File: src/rtl/rf_read_arbiter.sv
// Round-robin arbiter sharing the register file's single 8:1 read port among N_REQ requesters.
// Optional RFARB_LOCK_EN adds lock_i: a locked requester may take up to 4 back-to-back reads.
module rf_read_arbiter #(
  parameter int W_width = 32,
  parameter int N_REQ   = 4
) (
  input  logic                 clk_i,
  input  logic                 rst_n_i,
  input  logic [N_REQ-1:0]     req_i,
  input  logic [3*N_REQ-1:0]   addr_i,
  input  logic [W_width-1:0]   rdata_i,
  output logic [2:0]           select_o,
  output logic [N_REQ-1:0]     gnt_o,
  output logic [N_REQ-1:0]     rvalid_o,
  output logic [W_width-1:0]   rdata_o,
  output logic                 busy_o
`ifdef RFARB_LOCK_EN
  ,
  input  logic [N_REQ-1:0]     lock_i
`endif
);

  localparam int IW = (N_REQ > 1) ? $clog2(N_REQ) : 1;

  typedef enum logic [1:0] {S_IDLE, S_READ, S_RESP} state_t;

  state_t               r_state, w_state_nx;
  logic [IW-1:0]        r_win, r_ptr, w_pick, w_base;
  logic [2:0]           r_addr;
  logic [W_width-1:0]   r_rdata;
  logic [N_REQ-1:0]     w_mask;
  logic                 w_load, w_hit;
  logic [2:0]           w_addr [N_REQ];

  for (genvar k = 0; k < N_REQ; k++) begin : g_addr
    assign w_addr[k] = addr_i[3*k +: 3];
  end

  // First set bit of m strictly after base, wrapping modulo N_REQ.
  function automatic logic [IW-1:0] rr_pick(input logic [N_REQ-1:0] m, input logic [IW-1:0] base);
    logic [IW-1:0] p;
    logic [IW:0]   s;
    p = base;
    for (int i = N_REQ; i >= 1; i--) begin
      s = {1'b0, base} + (IW+1)'(i);
      if (s >= (IW+1)'(N_REQ)) s = s - (IW+1)'(N_REQ);
      if (m[s[IW-1:0]]) p = s[IW-1:0];
    end
    return p;
  endfunction

`ifdef RFARB_LOCK_EN
  logic [1:0] r_lock_cnt;
`endif

  always_comb begin
    w_mask     = req_i;
    w_base     = r_ptr;
    w_hit      = 1'b0;
    w_state_nx = r_state;
    w_load     = 1'b0;
    if (r_state == S_RESP) begin
      w_mask[r_win] = 1'b0;
      w_base        = r_win;
`ifdef RFARB_LOCK_EN
      w_hit = lock_i[r_win] && req_i[r_win] && (r_lock_cnt != 2'd3);
`endif
    end
    w_pick = w_hit ? r_win : rr_pick(w_mask, w_base);
    case (r_state)
      S_IDLE: if (|w_mask) begin
        w_state_nx = S_READ;
        w_load     = 1'b1;
      end
      S_READ: w_state_nx = S_RESP;
      S_RESP: begin
        if (w_hit || (|w_mask)) begin
          w_state_nx = S_READ;
          w_load     = 1'b1;
        end else begin
          w_state_nx = S_IDLE;
        end
      end
      default: w_state_nx = S_IDLE;
    endcase
  end

  always_ff @(posedge clk_i or negedge rst_n_i) begin
    if (!rst_n_i) begin
      r_state <= S_IDLE;
      r_win   <= '0;
      r_ptr   <= IW'(N_REQ-1);
      r_addr  <= '0;
      r_rdata <= '0;
    end else begin
      r_state <= w_state_nx;
      if (w_load) begin
        r_win  <= w_pick;
        r_addr <= w_addr[w_pick];
      end
      // Mux is combinational: data is valid during READ.
      if (r_state == S_READ) r_rdata <= rdata_i;
      if (r_state == S_RESP && !w_hit) r_ptr <= r_win;
    end
  end

`ifdef RFARB_LOCK_EN
  always_ff @(posedge clk_i or negedge rst_n_i) begin
    if (!rst_n_i)               r_lock_cnt <= '0;
    else if (r_state == S_RESP) r_lock_cnt <= w_hit ? r_lock_cnt + 2'd1 : 2'd0;
  end
`endif

  always_comb begin
    gnt_o    = '0;
    rvalid_o = '0;
    if (r_state == S_READ) gnt_o[r_win]    = 1'b1;
    if (r_state == S_RESP) rvalid_o[r_win] = 1'b1;
  end

  assign select_o = r_addr;
  assign rdata_o  = r_rdata;
  assign busy_o   = (r_state != S_IDLE);

endmodule
File: config.mk
export PLATFORM = sky130hd
export DESIGN_NAME = rf_read_arbiter
export DESIGN_NICKNAME = d
export VERILOG_FILES = /design/src/rtl/rf_read_arbiter.sv
export SDC_FILE = /design/constraint.sdc
export NUM_CORES = 1
export LEC_CHECK = 0
export ABC_AREA = 1
export ABC_CLOCK_PERIOD_IN_PS = 2500
export CAP_MARGIN = 20
export CORE_MARGIN = 2
export CORE_UTILIZATION = 55
export DETAILED_ROUTE_END_ITERATION = 8
export DONT_BUFFER_PORTS = 1
export GPL_ROUTABILITY_DRIVEN = 0
export PLACE_DENSITY = 0.67
export RECOVER_POWER = 100
export SKIP_LAST_GASP = 1
export SYNTH_ARGS = -nofsm -noshare
export SYNTH_HDL_FRONTEND = slang
export SYNTH_SLANG_ARGS = --single-unit
File: constraint.sdc
create_clock -name clk_i -period 2.5 [get_ports clk_i]
set_clock_uncertainty 0.1 [all_clocks]
set_input_delay 0.5 -clock clk_i [delete_from_list [all_inputs] [get_ports clk_i]]
set_output_delay 0.5 -clock clk_i [all_outputs]
set_load 0.01 [all_outputs]
**Word level (Yosys, flattened, before mapping)**

Cells that the tools add are included.
W data, S select, Z words.

- Register bits after elaboration: 41
- Logic and storage cells: 65
- Bits of input ports: 50
- Output and inout port bits: 44

- $add $sub $neg: 8
- Bitwise operators: 3
- Reduce and logical (&&, ||, !) cells: 5
- Muxes and demuxes: 30
- Equal/unequal tests: 3
- Order comparisons: 11

Operators by type and width:

| kind | count |
|---|---|
| $mux W2 | 10 |
| $ge A3 B3 Y1 const B | 5 |
| $lt A2 B3 Y1 const B | 5 |
| $mux W4 | 3 |
| $bmux W1 S2 | 4 |
| $mux W1 | 8 |
| $sub A2 B1 Y2 const B | 4 |
| $add A2 B2 Y3 const B | 2 |
| $bmux W3 S2 | 1 |
| $mux W3 | 2 |
| $pmux W2 S3 | 1 |
| $and A4 B4 Y4 | 1 |
| $not A4 Y4 | 1 |
| $reduce_or A4 Y1 | 1 |
| $add A2 B1 Y3 const B | 1 |
| $add A2 B3 Y3 const B | 1 |
| $not A2 Y3 | 1 |
| $demux W1 S2 | 1 |
| $eq A2 B1 Y1 const B | 1 |
| $eq A2 B2 Y1 const B | 1 |
| $ge A2 B1 Y1 const B | 1 |
| $logic_not A2 Y1 | 1 |
| $ne A2 B2 Y1 const B | 1 |
| $reduce_bool A2 Y1 | 1 |
| 2 further kinds | 2 |

**Longest topological paths before layout**

- Depth in word-level cells: 17
- Gate-level depth with buffers: 18
- Gate-level depth less buffers: 17

**Worst setup path before layout**

OpenSTA, ideal clock, no wires.

- Path kind: register -> output
- Start: register r_state[1]
- End: output gnt_o[0]
- Slack: 365 ps
- Buffers on the path: 2
- Cell stages (with the launch flop): 6
- Data arrival time: 1535 ps
- Data required time: 1900 ps
- Cell sequence: dfrtp_1 > buf_4 > nor2_1 > clkinv_1 > clkbuf_1 > nor3_1

- Longest elaborated chain between the ends: 2

RTL lines:

| item | RTL line | RTL |
|---|---|---|
| start, declared | 27 | `state_t r_state, w_state_nx;` |
| start signal, assigned | 96 | `r_state <= w_state_nx;` |
| $eq A2 B1 Y1 | 117 | `if (r_state == S_READ) gnt_o[r_win] = 1'b1;` |
| $mux W4 | 117 |  |
| end, declared | 13 | `output logic [N_REQ-1:0] gnt_o,` |

Every way passes these cells.

**Final worst setup path**

- Start: register r_state[1]
- End: register r_addr[0] (netlist: select_o[0])

- Longest elaborated chain between the ends: 15
- Elaborated cells between the ends (all ways): 40
- Classes of those cells: 8 x add/sub; 4 x order compare; 1 x eq/ne; 23 x mux; 1 x bitwise; 3 x reduce/logical

RTL lines:

| item | RTL line | RTL |
|---|---|---|
| $eq A2 B2 Y1 | 62, 70 |  |
| $mux W2 | - |  |
| $add A2 B3 Y3 | 45 | `s = {1'b0, base} + (IW+1)'(i);` |
| $ge A3 B3 Y1 / $sub A2 B1 Y2 (equally long branches) | 46 | `if (s >= (IW+1)'(N_REQ)) s = s - (IW+1)'(N_REQ);` |
| $mux W2 | 46 |  |
| $bmux W1 S2 | 47 | `if (m[s[IW-1:0]]) p = s[IW-1:0];` |
| $mux W1 (implied by the code) | 47 |  |
| $mux W2 (4 in series) | 47 |  |
| $not A2 Y3 (implied by the code) | 99 | `r_addr <= w_addr[w_pick];` |
| $bmux W3 S2 | 99 |  |
| $mux W3 (implied by the code) (2 in series) | 99 |  |
| end signal, assigned | 99 |  |
| end, declared | 29 | `logic [2:0] r_addr;` |

Several ways; a longest one is shown, not always the timed one. The select of a mux whose other input is x is not followed.
A chain may end at the register's enable or synchronous reset.

==> metrics.md <==
| Metric | Value |
|---|---|
| Result of the run | `finished, final reports clean` |
| Post-Layout Inst Area | `around 2200 µm²` |
| Routed WL | `around 4.3 mm` |
| Met2 Wirelength | `about 2.0 mm` |
| Tmin final | `between 2 and 2.5 ns` |
| Headroom to the max-slew limit | `10.3%` |
| Proportion of synthesized area in mux cells | `0%` |
| YS warnings | `0` |
| Synthesized-area fraction occupied by ao, oa, aoi and oai cells | `under 10%` |
| Endpoint arrival time on the critical path | `2.26 ns` |
| Proportion of netlist area held by the largest area contributor | `a little under half` |
| Count of antenna-violating nets left after detailed routing | `0` |
| Count of flip-flops with a built-in enable after synthesis | `0` |
| Hold Vio Cnt, Final | `0` |
| Power density cells | `roughly 1600 nW/µm²` |
| Die Span X | `about 65 µm` |
| Total clock sinks | `a little over 40` |
| Count of maximum capacitance violations | `0` |
| Max Fanout on Critical Path | `9` |
| Fraction of the yosys area taken by sequential cells | `between 50% and 60%` |
| Synth cell count leaders | `sky130_fd_sc_hd__nand2_1 (146), sky130_fd_sc_hd__dfrtp_1 (39), sky130_fd_sc_hd__inv_1 (21)` |
| Library cells used by synthesis | `23` |
| HPWL after DPL | `approximately 3.2 mm` |
| Wire length of the first global-routing pass | `around 7 mm` |
| Number of pins with negative max-slew slack in the final report | `0` |
| Met3 wire length | `around 350 µm` |
| Post-synthesis adder-cell area fraction | `0%` |
| Ports placed on the boundary | `94` |
| Average instance area after synthesis | `around 7.4 µm²` |
| Unrepaired setup endpoints after global routing | `no` |
| Slowest stage delay, CP | `0.53 ns` |
| Category of the worst setup path launch point | `flip-flop` |
| Site row count | `22` |
| Count of endpoints failing setup in the final report | `0` |
| Aggregate negative setup slack | `0 ns` |
| Post-CTS Repair Setup Buffers | `0` |
| Buffering stage count on the worst path with inverters included | `2` |
| Leading post-synthesis cells by cell area | `sky130_fd_sc_hd__dfrtp_1 (48%), sky130_fd_sc_hd__nand2_1 (27%), sky130_fd_sc_hd__nand3_1 (4.2%)` |
| Die Outline Area | `~4200 µm²` |
| Clock insertion delay at the later pin of the skew report | `0.28 ns` |
| Clock input transition at the sequential cells of the worst setup and hold paths | `around 0.08 ns` |
| Largest net degree at the start of global routing | `42` |
| Post-synthesis cell type with the largest combined area | `sky130_fd_sc_hd__dfrtp_1` |
| Fraction of final layout cells with drive strength greater than 1 | `10.6%` |
| Number of I/O port buffers | `0` |
| Most numerous cell in the Yosys netlist | `sky130_fd_sc_hd__nand2_1` |
| Number of H-tree levels | `2` |
| Layout Nets | `between 300 and 400` |
| Clock Tree Root | `sky130_fd_sc_hd__clkbuf_8` |
| Worst-case clock buffer depth | `2` |
| Class of the most critical setup path | `flip-flop to flip-flop` |
| Initial antenna violation count | `0` |
| Most used DFF post-synth | `sky130_fd_sc_hd__dfrtp_1` |
| WL/cell | `12.9 µm` |
| Post-synthesis async set-or-reset flop share | `between 90% and 100%` |
| Placeable Area | `roughly 3600 µm²` |
| Highest signal layer in the routed design | `met4` |
| Via count of the first global-routing pass | `around 1600` |
| Placement Cell Area | `about 2100 µm²` |
| Vias per std cell | `between 5 and 6` |
| IR Drop Worst-Case VDD | `0.000702 V` |
| Worst endpoint required time | `approximately 2.6 ns` |
| Leakage power of the design | `~0.0012 µW` |
| Post-synth design cell area | `between 2000 and 2500 µm²` |
| Worst path slowest cell | `sky130_fd_sc_hd__dfrtp_1` |
| Worst setup EP type | `flip-flop` |
| Die height | `65.0 µm` |
| Crit path max-delay family | `simple AND/OR/NAND/NOR gates` |
| Cells after synthesis | `roughly 280` |
| Number of inserted diodes | `0` |
| Via Count | `between 1500 and 2000` |
| Flop and latch count out of synthesis | `roughly 40` |
| First-pass iteration count of the detailed router | `4` |
| Xor/xnor share of the synthesized area | `0%` |
| Hold Path Class | `input pin to flip-flop` |
| Utilization after layout | `approximately 60%` |
| Clock buffer count from CTS | `5` |
| Remaining routing DRC violations | `0` |
| Cell Chain, Critical Path | `inv_1 > nor2_4 > nand2_1 > nand2_1 > nand2_1 > nand2_2 > nand2_1 > nand2_1 > inv_1 > nand2_1 > nand3_2 > nand2_4 > nand2_1 > nand3_1 > nand2_1 > nand2_1 > nand2_1` |
| Crit share post-route | `87.4%` |
| Initial Util | `56.8%` |
| Remaining global-route overflow | `0` |
| Simple-Gate Fraction of Synth Area | `slightly above 40%` |
| Most frequent cell on the critical path | `sky130_fd_sc_hd__nand2_1` |
| Signed area change from the synthesized netlist to the final layout | `6.79%` |
| Overall Global Routing Usage | `between 20% and 30%` |
| Number of DRC markers in iteration 0 | `about 110` |
| Routed length on met1 | `between 1.5 and 2 mm` |
| Maximum frequency from static timing analysis | `458 MHz` |
| Worst Max-Slew Pin Slew | `1.35 ns` |
| TritonCTS clock tree | `yes` |
| Post-Syn Nets | `about 330` |
| Largest family of logic cells by synthesized area | `simple AND/OR/NAND/NOR gates` |
-- final cells by class --
type	instances	area, µm²
clock buffer	5	68.8
clock inverter	3	17.5
inverter	25	93.8
sequential	41	1030
timing repair buffer	8	41.3
multi-input combinational	201	876
fill	346	1420
tap	48	60.1
-- kinds of logic after synthesis --
kind of cell,Yosys count
and+or+nand+nor,194
DFF,41
AOI/OAI and AO/OA,7
buffers and inverters,33
-- path summary, 6_finish.rpt --
kind | from | end | slack (ns) | depth (start not counted)
max | r_state[1] | select_o[0] | 0.31 | 17
min | rdata_i[0] | rdata_o[0] | 0.22 | 2
max reg2reg | r_state[1] | select_o[0] | 0.31 | 17
min reg2reg | r_ptr[1] | r_ptr[1] | 0.42 | 2
max in group asynchronous | rst_n_i | rdata_o[13] | 0.91 | 2
min in group asynchronous | rst_n_i | rdata_o[0] | 0.80 | 2
-- cells in the final DEF, fill, tap and decap left out, types with 3 or more instances in the layout --
master and n:
sky130_fd_sc_hd__clkbuf_1 5, sky130_fd_sc_hd__clkbuf_8 5, sky130_fd_sc_hd__dfrtp_1 39, sky130_fd_sc_hd__inv_1 22, sky130_fd_sc_hd__nand2_1 148, sky130_fd_sc_hd__nand2_2 6
sky130_fd_sc_hd__nand2_4 4, sky130_fd_sc_hd__nand3_1 17, sky130_fd_sc_hd__nor2_1 8, sky130_fd_sc_hd__nor3_1 3, sky130_fd_sc_hd__o21ai_0 3
-- report_power, final --
| part | leakage [µW] | internal, µW | switching (µW) |
|---|---|---|---|
| clock | 0.0000439 | 192 | 219 |
| sequential | 0.000498 | 1010 | 401 |
| combinational | 0.000701 | 578 | 1200 |
| total | 0.00124 | 1780 | 1820 |
-- through the flow --
stage	total power (µW)	std cells	setup WS (ns)	hold slack [ns]
2_1_floorplan	2850	275	0.365	0.104
3_3_place_gp	3200	321	0.396	0.105
3_5_place_dp	3240	321	0.364	0.105
4_1_cts	3690	331	0.354	0.218
5_1_grt	3960	331	0.0980	0.206
6_report	3600	331	0.315	0.222
-- registers in the layout, indices dropped and copies added, names as in the netlist --
register	flops
rdata_o	32
select_o	3
r_ptr	2
r_state	2
r_win	2
-- layer usage --
layer  vias up  track usage, %
met5         -               0
met4         0            4.79
met3         2            9.03
met2        61            36.1
met1       771            27.3
li1        845               -
-- timing repair --
action                    4_1_cts  5_1_grt
hold buffers                    2        0
hold endpoints to repair       41        0
resized for setup               0        0
No activity file was read; power rests on OpenSTA's default activity.
